[config.mk]
export PLATFORM = sky130hd
export DESIGN_NAME = vend_ctrl_flat
export DESIGN_NICKNAME = d
export VERILOG_FILES = /design/src/rtl/vend_ctrl_if.sv /design/src/rtl/vend_ctrl.sv /design/src/flat_wrapper.sv
export SDC_FILE = /design/constraint.sdc
export NUM_CORES = 1
export LEC_CHECK = 0
export BUFFER_PORTS_ARGS = -buffer_cell sky130_fd_sc_hd__buf_4
export CORE_ASPECT_RATIO = 1.1
export CORE_MARGIN = 2
export CORE_UTILIZATION = 64
export CTS_CLUSTER_DIAMETER = 50
export DETAILED_ROUTE_END_ITERATION = 6
export PLACE_DENSITY_LB_ADDON = 0.25
export SLEW_MARGIN = 0
export SYNTH_ARGS = -nofsm -noshare
export SYNTH_HDL_FRONTEND = slang
export SYNTH_SLANG_ARGS = --single-unit
[constraint.sdc]
create_clock -name sys_clk -period 5 [get_ports sys_clk]
set_clock_uncertainty 0.15 [all_clocks]
set_input_delay 1.25 -clock sys_clk [delete_from_list [all_inputs] [get_ports sys_clk]]
set_output_delay 1.25 -clock sys_clk [all_outputs]
set_load 0.05 [all_outputs]
[src/rtl/vend_ctrl_if.sv]
// -----------------------------------------------------------------------------
// vend_ctrl_if
// Groups the coin, dispense and change handshake signals of the vending
// sequencer.
//   master : the sequencer side. It receives the coin pulses, cancel and the
//            two acknowledges. It drives vend_req, chg_req, credit, coin_block
//            and busy.
//   slave  : the environment side (coin acceptor, dispenser, change hopper).
// Parameter CW : width of the credit bus, in half-units.
// -----------------------------------------------------------------------------
interface vend_ctrl_if #(
  parameter int CW = 4
);
  logic          coin_half;
  logic          coin_one;
  logic          cancel;
  logic          vend_req;
  logic          vend_ack;
  logic          chg_req;
  logic          chg_ack;
  logic [CW-1:0] credit;
  logic          coin_block;
  logic          busy;

  modport master (
    input  coin_half,
    input  coin_one,
    input  cancel,
    input  vend_ack,
    input  chg_ack,
    output vend_req,
    output chg_req,
    output credit,
    output coin_block,
    output busy
  );

  modport slave (
    output coin_half,
    output coin_one,
    output cancel,
    output vend_ack,
    output chg_ack,
    input  vend_req,
    input  chg_req,
    input  credit,
    input  coin_block,
    input  busy
  );
endinterface

[src/rtl/vend_ctrl.sv]
// -----------------------------------------------------------------------------
// vend_ctrl
// Sequencer for the drink-vending datapath. It accumulates coin credit in
// half-unit steps. Once the credit reaches the price, it requests a dispense.
// It then pays back any excess, or refunds the full credit on cancel or on an
// idle timeout. Change is paid one half-unit coin per acknowledged cycle.
//
// Ports:
//   sys_clk            : system clock, rising edge
//   rst_n              : asynchronous active-low reset
//   bus (master)       : coin_half, coin_one, cancel, vend_ack and chg_ack
//                        are inputs. vend_req, chg_req, credit, coin_block
//                        and busy are outputs.
//   vend_cnt, refund_cnt (16 bit): these ports exist only when the macro
//                        VEND_CTRL_STATS_EN is defined. vend_cnt counts
//                        completed vends. refund_cnt counts cancel/timeout
//                        refunds. Both counters wrap.
//
// Parameters:
//   PRICE_HALVES : price in half-units, 1..12
//   TIMEOUT_CYC  : idle cycles in COLLECT before an automatic refund, >= 2
//   CW           : credit width. It must hold PRICE_HALVES+2 and be >= 2.
// -----------------------------------------------------------------------------
module vend_ctrl #(
  parameter int PRICE_HALVES = 5,
  parameter int TIMEOUT_CYC  = 50000000,
  parameter int CW           = 4
) (
  input  logic              sys_clk,
  input  logic              rst_n,
`ifdef VEND_CTRL_STATS_EN
  output logic [15:0]       vend_cnt,
  output logic [15:0]       refund_cnt,
`endif
  vend_ctrl_if.master       bus
);

  localparam int            TW       = $clog2(TIMEOUT_CYC);
  localparam logic [CW-1:0] PRICE_C  = CW'(PRICE_HALVES);
  localparam logic [TW-1:0] TMO_LAST = TW'(TIMEOUT_CYC - 1);

  typedef enum logic [1:0] {
    ST_IDLE    = 2'd0,
    ST_COLLECT = 2'd1,
    ST_VEND    = 2'd2,
    ST_CHANGE  = 2'd3
  } state_t;

  state_t        state_r;
  state_t        state_s;
  logic [CW-1:0] credit_r;
  logic [CW-1:0] credit_s;
  logic [TW-1:0] tmo_r;
  logic [TW-1:0] tmo_s;
  logic [CW-1:0] sum_s;
  logic          coin_any_s;
  logic          refund_s;
  logic          vend_done_s;
  logic          vend_req_r;
  logic          chg_req_r;
  logic          coin_block_r;
  logic          busy_r;

  // Credit after adding this cycle's coins (a 1.0 coin is worth two halves).
  assign sum_s      = credit_r
                    + {{(CW-1){1'b0}}, bus.coin_half}
                    + {{(CW-2){1'b0}}, bus.coin_one, 1'b0};
  assign coin_any_s = bus.coin_half | bus.coin_one;

  // Next-state, next-credit and timeout-counter decode.
  always_comb begin
    state_s     = state_r;
    credit_s    = credit_r;
    tmo_s       = {TW{1'b0}};
    refund_s    = 1'b0;
    vend_done_s = 1'b0;
    case (state_r)
      ST_IDLE: begin
        // In IDLE, cancel is ignored even when a coin arrives in the same cycle.
        credit_s = sum_s;
        if (sum_s >= PRICE_C) begin
          state_s = ST_VEND;
        end else if (sum_s != {CW{1'b0}}) begin
          state_s = ST_COLLECT;
        end else begin
          state_s = ST_IDLE;
        end
      end
      ST_COLLECT: begin
        credit_s = sum_s;
        if (coin_any_s) begin
          // The coin is added first; reaching the price overrides a cancel.
          if (sum_s >= PRICE_C) begin
            state_s = ST_VEND;
          end else if (bus.cancel) begin
            state_s  = ST_CHANGE;
            refund_s = 1'b1;
          end else begin
            state_s = ST_COLLECT;
          end
        end else if (bus.cancel || (tmo_r == TMO_LAST)) begin
          state_s  = ST_CHANGE;
          refund_s = 1'b1;
        end else begin
          tmo_s = tmo_r + TW'(1);
        end
      end
      ST_VEND: begin
        if (bus.vend_ack) begin
          vend_done_s = 1'b1;
          credit_s    = credit_r - PRICE_C;
          if (credit_r > PRICE_C) begin
            state_s = ST_CHANGE;
          end else begin
            state_s = ST_IDLE;
          end
        end else begin
          state_s = ST_VEND;
        end
      end
      ST_CHANGE: begin
        if (bus.chg_ack) begin
          credit_s = credit_r - CW'(1);
          if (credit_r == CW'(1)) begin
            state_s = ST_IDLE;
          end else begin
            state_s = ST_CHANGE;
          end
        end else begin
          state_s = ST_CHANGE;
        end
      end
      default: begin
        state_s  = ST_IDLE;
        credit_s = {CW{1'b0}};
      end
    endcase
  end

  // State, credit and timeout registers.
  always_ff @(posedge sys_clk or negedge rst_n) begin
    if (!rst_n) begin
      state_r  <= ST_IDLE;
      credit_r <= {CW{1'b0}};
      tmo_r    <= {TW{1'b0}};
    end else begin
      state_r  <= state_s;
      credit_r <= credit_s;
      tmo_r    <= tmo_s;
    end
  end

  // Output flags are registered from the next state, so they track state_r exactly.
  always_ff @(posedge sys_clk or negedge rst_n) begin
    if (!rst_n) begin
      vend_req_r   <= 1'b0;
      chg_req_r    <= 1'b0;
      coin_block_r <= 1'b0;
      busy_r       <= 1'b0;
    end else begin
      vend_req_r   <= (state_s == ST_VEND);
      chg_req_r    <= (state_s == ST_CHANGE);
      coin_block_r <= (state_s == ST_VEND) || (state_s == ST_CHANGE);
      busy_r       <= (state_s != ST_IDLE);
    end
  end

  assign bus.vend_req   = vend_req_r;
  assign bus.chg_req    = chg_req_r;
  assign bus.coin_block = coin_block_r;
  assign bus.busy       = busy_r;
  assign bus.credit     = credit_r;

`ifdef VEND_CTRL_STATS_EN
  logic [15:0] vend_cnt_r;
  logic [15:0] refund_cnt_r;

  // Usage counters; the 16-bit increment wraps 65535 -> 0 naturally.
  always_ff @(posedge sys_clk or negedge rst_n) begin
    if (!rst_n) begin
      vend_cnt_r   <= 16'd0;
      refund_cnt_r <= 16'd0;
    end else begin
      if (vend_done_s) begin
        vend_cnt_r <= vend_cnt_r + 16'd1;
      end
      if (refund_s) begin
        refund_cnt_r <= refund_cnt_r + 16'd1;
      end
    end
  end

  assign vend_cnt   = vend_cnt_r;
  assign refund_cnt = refund_cnt_r;
`endif

endmodule

[src/flat_wrapper.sv]
// flat-port wrapper written by rule: the top's interface ports become plain ports
module vend_ctrl_flat 
#(
  parameter int PRICE_HALVES = 5,
  parameter int TIMEOUT_CYC  = 50000000,
  parameter int CW           = 4
)
  (sys_clk, rst_n, bus_coin_half, bus_coin_one, bus_cancel, bus_vend_ack, bus_chg_ack, bus_vend_req, bus_chg_req, bus_credit, bus_coin_block, bus_busy);
  vend_ctrl_if #(.CW(CW)) bus_i ();
  input  logic sys_clk;
  input  logic rst_n;
  input wire logic [$bits(bus_i.coin_half)-1:0] bus_coin_half;
  input wire logic [$bits(bus_i.coin_one)-1:0] bus_coin_one;
  input wire logic [$bits(bus_i.cancel)-1:0] bus_cancel;
  input wire logic [$bits(bus_i.vend_ack)-1:0] bus_vend_ack;
  input wire logic [$bits(bus_i.chg_ack)-1:0] bus_chg_ack;
  output wire logic [$bits(bus_i.vend_req)-1:0] bus_vend_req;
  output wire logic [$bits(bus_i.chg_req)-1:0] bus_chg_req;
  output wire logic [$bits(bus_i.credit)-1:0] bus_credit;
  output wire logic [$bits(bus_i.coin_block)-1:0] bus_coin_block;
  output wire logic [$bits(bus_i.busy)-1:0] bus_busy;
  assign bus_i.coin_half = bus_coin_half;
  assign bus_i.coin_one = bus_coin_one;
  assign bus_i.cancel = bus_cancel;
  assign bus_i.vend_ack = bus_vend_ack;
  assign bus_i.chg_ack = bus_chg_ack;
  assign bus_vend_req = bus_i.vend_req;
  assign bus_chg_req = bus_i.chg_req;
  assign bus_credit = bus_i.credit;
  assign bus_coin_block = bus_i.coin_block;
  assign bus_busy = bus_i.busy;
  vend_ctrl #(.PRICE_HALVES(PRICE_HALVES), .TIMEOUT_CYC(TIMEOUT_CYC), .CW(CW)) u_core (.sys_clk(sys_clk), .rst_n(rst_n), .bus(bus_i));
endmodule
# Word level (Yosys, flattened, before mapping)
# Cells that the tools add are included.
# totals
register_bits	36
input_bits	7
output_inout_bits	8
word_cells	48
# op_classes
add_sub_neg	5
magnitude_cmp	2
eq_ne	9
muxes	17
bitwise_logic	1
reduce_logical	7
# ops
operator	count
26-bit two-way mux	3
26-bit by 1-bit adder with 26-bit output, second input constant	1
26-bit == test, second input constant	1
2-bit two-way mux	9
4-bit one-hot mux with 3 select lines	1
2-bit == test, second input constant	4
4-bit two-way mux	2
2-bit one-hot mux with 4 select lines	1
4-bit by 1-bit adder with 4-bit output	1
4-bit by 2-bit adder with 4-bit output	1
4-bit by 1-bit == test with 1-bit output, second input constant	1
4-bit by 3-bit >= comparator with 1-bit output, second input constant	1
4-bit by 3-bit greater-than comparator with 1-bit output, second input constant	1
2-bit != test, second input constant	2
4-bit nonzero test	1
4-bit by 1-bit subtractor with 4-bit output, second input constant	1
4-bit by 3-bit subtractor with 4-bit output, second input constant	1
2-bit by 1-bit == test with 1-bit output, second input constant	1
2-bit zero test	1
1-bit logical OR	2
2-bit AND reduction	1
2-bit nonzero test	1
2-bit OR reduction	1
1-bit two-way mux	1
1-bit OR	1

# Longest topological paths before layout
# Gate-level depths: netlist (run 1).
# depth
word_depth	8
ltp_mapped	9
ltp_nobuf	9

# Worst setup path after synthesis (run 1)
# No wires, ideal clock.
# synth_timing
path_type	input-to-reg
startpoint	in bus_coin_half
endpoint	reg u_core.busy_r (netlist: u_core.bus.busy)
setup_time_ps	126
arrival_ps	2829
t_required_ps	4724
slack_ps	1895
stages	8
path_buffers	0
path_cell_list	ha_1 -> inv_1 -> fa_1 -> xnor2_1 -> a222oi_1 -> nand2_1 -> a31oi_2 -> nand2_1
# synth_between
elab_chain_cells	7
word_cells_on_any_way	11
classes_between	add/sub (2); order compare (1); mux (5); bitwise (1); reduce/logical (2)
# synth_rtl
item	line	source
start, declared	flat_wrapper.sv:12	input wire logic [$bits(bus_i.coin_half)-1:0] bus_coin_half;
4-bit by 1-bit adder with 4-bit output	vend_ctrl.sv:66	+ {{(CW-1){1'b0}}, bus.coin_half}
4-bit by 2-bit adder with 4-bit output	vend_ctrl.sv:67	+ {{(CW-2){1'b0}}, bus.coin_one, 1'b0};
4-bit by 3-bit >= comparator with 1-bit output / 4-bit nonzero test (equally long branches)	vend_ctrl.sv:81, vend_ctrl.sv:93, vend_ctrl.sv:83	
2-bit two-way mux / 1-bit two-way mux (equally long branches)	vend_ctrl.sv:93, vend_ctrl.sv:83	
2-bit two-way mux (on tied branches)	vend_ctrl.sv:91, vend_ctrl.sv:81	
2-bit one-hot mux with 4 select lines (*)	vend_ctrl.sv:77	case (state_r)
2-bit nonzero test (*)	vend_ctrl.sv:164	busy_r <= (state_s != ST_IDLE);
end signal, assigned	vend_ctrl.sv:164	
end, declared	vend_ctrl.sv:62	logic busy_r;
# Every way passes the cells marked *; elsewhere a longest branch is shown, timed or not.
# A chain may end at the register's enable or synchronous reset.

# Worst setup path in the final report (run 1)
# layout_timing
startpoint	in bus_coin_half
endpoint	reg u_core.coin_block_r (netlist: u_core.bus.coin_block)
# layout_between
elab_chain_cells	8
word_cells_on_any_way	13
classes_between	add/sub (2); order compare (1); eq/ne (2); mux (5); bitwise (1); reduce/logical (2)
# layout_rtl
item	line	source
4-bit by 1-bit adder with 4-bit output	vend_ctrl.sv:66	
4-bit by 2-bit adder with 4-bit output	vend_ctrl.sv:67	
4-bit by 3-bit >= comparator with 1-bit output / 4-bit nonzero test (equally long branches)	vend_ctrl.sv:81, vend_ctrl.sv:93, vend_ctrl.sv:83	
2-bit two-way mux / 1-bit two-way mux (equally long branches)	vend_ctrl.sv:93, vend_ctrl.sv:83	
2-bit two-way mux (on tied branches)	vend_ctrl.sv:91, vend_ctrl.sv:81	
2-bit one-hot mux with 4 select lines (*)	vend_ctrl.sv:77	
2-bit == test	vend_ctrl.sv:163	coin_block_r <= (state_s == ST_VEND) || (state_s == ST_CHANGE);
1-bit logical OR (*)	vend_ctrl.sv:163	
end signal, assigned	vend_ctrl.sv:163	
end, declared	vend_ctrl.sv:61	logic coin_block_r;
# Marks and branches as above.

==> results of run 1 <==
[final timing paths]
check                                      from               endpoint  slack, ps  cells after the start
setup / recovery                  bus_coin_half  u_core.bus.coin_block       1950                      9
hold / removal                  u_core.tmo_r[0]        u_core.tmo_r[0]        340                      1
setup reg to reg           u_core.bus.credit[0]  u_core.bus.coin_block       2430                      8
hold reg to reg                 u_core.tmo_r[0]        u_core.tmo_r[0]        340                      1
max in group asynchronous                 rst_n        u_core.tmo_r[9]       3700                      1
min in group asynchronous                 rst_n       u_core.tmo_r[20]        680                      1
[flip-flops by register name (all words and copies together) (netlist names)]
| name | flops |
|---|---|
| u_core.bus.credit | 4 |
| u_core.bus.vend_req | 1 |
| u_core.tmo_r | 26 |
| u_core.bus.busy | 1 |
| u_core.bus.chg_req | 1 |
| u_core.state_r | 2 |
| u_core.bus.coin_block | 1 |
[power by group]
group | internal [mW] | switching, mW | total [mW]
logic | 0.171 | 0.281 | 0.452
clock network | 0.133 | 0.0985 | 0.231
registers | 0.333 | 0.0678 | 0.401
[cells by family after synthesis]
group           count (synthesis)  share of synthesized area (%)
mux                             2                          1.053
buf+inv                        18                          4.213
simple gates                   95                          26.08
compound gates                 19                          6.940
fa+ha+maj                       6                          4.089
flops                          36                          44.61
xor+xnor                       30                          13.01
[worst max-delay path, stage by stage]
cell and delay (ps):
buf_4 100, ha_1 190, inv_1 70, fa_1 500, nand2b_1 90, a222oi_1 420, nand2_1 120, a31oi_2 300
inv_1 100
[per-layer routing]
metal | GRT usage, % | vias up | routed length, µm
met5 | 0 | - | 0
met4 | 12.79 | 0 | 144
met3 | 6.625 | 17 | 194
met2 | 42.47 | 51 | 2019
met1 | 30.78 | 766 | 1771
li1 | - | 736 | -
[placed cells by master (no fill, tap or decap), types with 5 or more instances in the layout]
cell type and instances:
xor2_1 15, nand2_1 12, nand3_1 12, inv_1 11
clkbuf_4 5, nand4_1 5, ha_1 5, o21ai_0 5
dfrtp_1 36, nor2_1 35, buf_4 14, xnor2_1 15
and4_1 5
[final cells by class]
| cell class | count | area share, % |
|---|---|---|
| Clock inverter | 1 | 1.354 |
| Inverter | 11 | 1.861 |
| Clock buffer | 7 | 2.933 |
| Tap cell | 34 | 1.918 |
| Timing Repair Buffer | 14 | 4.738 |
| Sequential cell | 36 | 40.61 |
| Multi-Input combinational cell | 152 | 46.59 |
[metrics by stage]
step           utilization [%]  hold WS (ps)
2_1_floorplan                -         301.6
3_3_place_gp             70.27         319.2
3_5_place_dp             70.27         331.1
4_1_cts                  73.42         346.0
5_1_grt                  73.42         386.5
6_report                 73.42         343.8
==> out/metrics.cfg, run 1 <==
[run_status]
status=completed

[detailed_routing]
routed_via_density=6.157
drc=0
wl_per_cell_um=16.19
first_pass_iters=4
vias=1570
ant_nets=0
drtIter0Drc=69
postRouteWirelength_um=4129

[floorplanning]
fp.dieH_um=62.92
num_rows=21
ios=15
die_w_um=57.56
core-area_um2=3022
dieArea_um2=3621
initial_core_util_pct=66.83

[synth]
yosysMostFrequentCell=dfrtp_1
synth-main-ff-cell=dfrtp_1
synth_nets=219
synth_edf_count=0
yosysTopAreaCell=dfrtp_1
netlist_top_cells_count=dfrtp_1, nor2_1, xnor2_1, xor2_1
synth-seq-cells=36
ys_seq_area_share_pct=44.61
synth_cell_type_count=44
synth_top_area_share_pct=44.61
ys_warn_count=0
synthArstFlopShare_pct=100.0
syn_area_um2=2019
postSynthCellCount=206
synth_area_leaders=dfrtp_1, nor2_1, xnor2_1, xor2_1, ha_1
syn_area_per_cell_um2=9.803

[place]
io_buffers=14
dp_slack_ps=1574
gp_congestion=0.9276
dp.cells=247
place_area_um2=2123
hpwl_um=2888

[grt]
grt_pass1_wl_um=7113
grt_overflow=0
first_global_vias=1566
grt_max_degree=37
grt_antenna_before_repair=0
grt_util_all_layers_pct=25.81

[timing]
fmax_mhz=327.7
tightest_slew_ps=850.3
worst_slack_ps=1948
timing.slew.headroom_pct=43.31
rsz0062_at_grt=false
min_period_ps=3052
final-max-slew-violation-count=0
hold_viol=0
setup_tns_ps=0
setup_viol_count_final=0
period_share_pct=61.04

[clock_network]
htreeDepth=2
cts_setup_buffers=0
cts-hold-fix-buffers=0
cts_buffer_depth=2
cts_tree=built
cts_resized=0
cts_root_buffer=clkbuf_4
cts_made_buffers=5
cts.sinks=36
clkTransAtPathRegs_ps=120
insertion_delay_ps=350

[job]
drv_cap=0

[power]
p_per_area_nw_per_um2=488.7
peakVddDrop_mv=0.5072
p_leak_nw=0.9245
power.total_mw=1.084

[finish]
n_antenna_cell=0
instances_no_fill=255
design_area_um2=2218
multi_input_area_um2=1033
area_delta_synth_final_pct=9.851
fin_nets=233
drive_gt1_share_pct=13.57
seq_area_um2=900.9
nFillCells=230

[min_path]
hp-class=reg2reg

[setup_path]
worst_ep_required_time_ps=5090
critPathKind=in2reg
end_kind=register
start_kind=input pin
path_max_fanout=5
cp.arrival_ps=3140

Note: power is estimated with default switching activity, not from simulation.
==> inputs of run 2 (changes only) <==
--- a/config.mk
+++ b/config.mk
@@ -8,7 +8,7 @@
 export BUFFER_PORTS_ARGS = -buffer_cell sky130_fd_sc_hd__buf_4
 export CORE_ASPECT_RATIO = 1.1
 export CORE_MARGIN = 2
-export CORE_UTILIZATION = 64
+export CORE_UTILIZATION = 59
 export CTS_CLUSTER_DIAMETER = 50
 export DETAILED_ROUTE_END_ITERATION = 6
 export PLACE_DENSITY_LB_ADDON = 0.25
==> constraint.sdc (replaced) <==
create_clock -name sys_clk -period 3.05 [get_ports sys_clk]
set_clock_uncertainty 0.15 [all_clocks]
set_input_delay 0.7625 -clock sys_clk [delete_from_list [all_inputs] [get_ports sys_clk]]
set_output_delay 0.7625 -clock sys_clk [all_outputs]
set_load 0.05 [all_outputs]
==> out/metrics.cfg, run 2 (same netlist as run 1, synthesis figures left out) <==
[timing]
rsz0062_at_grt=false
min_period_ps=2612
fmax_mhz=382.8
timing.slew.headroom_pct=44.40
period_share_pct=85.65
final-max-slew-violation-count=0
hold_viol=0
tightest_slew_ps=834.0
setup_tns_ps=0
setup_viol_count_final=0

[finish]
n_antenna_cell=0
fin_nets=233
final_cell_mix=dfrtp_1, nor2_1, xnor2_1, xor2_1, buf_4
design_area_um2=2176
final_common_cell=dfrtp_1
area_delta_synth_final_pct=7.745
drive_gt1_share_pct=13.18
regMostFlops=u_core.tmo_r
largest_register_ffs=26

[power]
p_seq_share_pct=40.2
p_leak_nw=0.9001
p_clk_share_pct=14.7
peakVddDrop_mv=0.2678
p_comb_share_pct=45.1
sw_frac_of_total_pct=44.00
net-switching-power_uw=715.9
p_per_area_nw_per_um2=747.8
p_int_uw=911.1

[detailed_routing]
postRouteWirelength_um=3825
wl_per_cell_um=14.94
drc=0
drtIter0Drc=121
ant_nets=0
first_pass_iters=4
vias=1517
routed_via_density=5.926

[setup_path]
path_max_fanout=5
end_kind=register
r2r_cells=8
slowest_delay_ps=510
worst_r2r_startpoint=u_core.bus.credit[0]
worst_ep_required_time_ps=3130
critPathKind=in2reg
start_kind=input pin
rr_endpoint=u_core.bus.busy
cpMostUsedCell=nand2_1
crit_slowest_cell=a222oi_1
reg2reg_setup_slack_ps=440
critPathTopFamily=compound AO/OA/AOI/OAI gates
path_buf_inv=2
cp_cell_sequence=buf_4 > ha_1 > inv_1 > fa_1 > xnor2_1 > a222oi_1 > nand2_1 > a31oi_2 > nand2_1
cp.arrival_ps=2690

[grt]
grt_antenna_before_repair=0
grt_overflow=0
grt_util_all_layers_pct=22.74
first_global_vias=1595
grt_pass1_wl_um=6803
grt_max_degree=37

[clock_network]
insertion_delay_ps=340
clkTransAtPathRegs_ps=110
htreeDepth=2
cts_tree=built
cts_made_buffers=5
cts_resized=0
cts_setup_buffers=0
cts_buffer_depth=2
cts.sinks=36
cts_root_buffer=clkbuf_4
cts-hold-fix-buffers=0

[place]
hpwl_um=2800
place_area_um2=2126
gp_congestion=0.8500
io_buffers=14

[run_status]
status=completed

[floorplanning]
fp.dieH_um=65.36
die_w_um=59.78
ios=15
num_rows=22
initial_core_util_pct=61.14
dieArea_um2=3907
core-area_um2=3303

[job]
drv_cap=0

[min_path]
hp-class=in2async

-- run 2: cell type report --
cell class              count  area [µm²]
clock inverters             2       12.51
clock buffers               5       37.54
multi-input cells         152        1033
well taps                  36       45.04
flip-flops and latches     36       900.9
fillers                   278        1127
inverters                  11       41.29
repair buffers             14       105.1
-- run 2: power groups by stage --
stage               sequential, mW  clock (mW)  combinational [mW]
floorplan                    0.777           0               0.439
CTS                          0.652       0.246               0.738
global placement             0.657           0               0.720
detailed placement           0.661           0               0.736
finish                       0.653       0.240               0.734
global route                 0.667       0.264               0.808
-- run 2: layer usage --
layer / global-route usage [%] / wire [µm] / share of wire [%]
met5: 0 / 0 / 0
met4: 6.944 / 42 / 1.1
met3: 5.709 / 135 / 3.5
met2: 38.86 / 1990 / 52
met1: 27.76 / 1656 / 43
-- run 2: stage by stage --
| step | hold slack, ps | setup WS, ps | utilization (%) | power [mW] | instances |
|---|---|---|---|---|---|
| 4_1_cts | 213.1 | 446.2 | 65.87 | 1.635 | 256 |
| 5_1_grt | 225.8 | 273.5 | 65.87 | 1.739 | 256 |
| 6_report | 214.9 | 437.6 | 65.87 | 1.627 | 256 |
| 3_5_place_dp | 324.8 | 78.42 | 64.36 | 1.397 | 249 |
| 3_3_place_gp | 318.2 | 187.4 | 64.36 | 1.377 | 249 |
| 2_1_floorplan | 301.6 | 409.5 | - | 1.216 | 206 |
-- run 2: how the worst max path moves through the flow --
stage                         start                end  slack [ps]  cells past startpoint
2_1_floorplan  u_core.bus.credit[0]    u_core.bus.busy         410                      8
3_3_place_gp          bus_coin_half    u_core.bus.busy         190                      9
3_5_place_dp          bus_coin_half    u_core.bus.busy          80                      9
4_1_cts               bus_coin_half    u_core.bus.busy         450                      9
5_1_grt        u_core.bus.credit[0]  u_core.state_r[1]         270                      8
6_report              bus_coin_half    u_core.bus.busy         440                      9
-- run 2: worst reg2reg max path: stages, from the launching register on --
cell      delay, ps
dfrtp_1         470
ha_1            230
inv_1            60
fa_1            390
xnor2_1         180
a222oi_1        510
nand2_1         130
a31oi_2         310
nand2_1          80
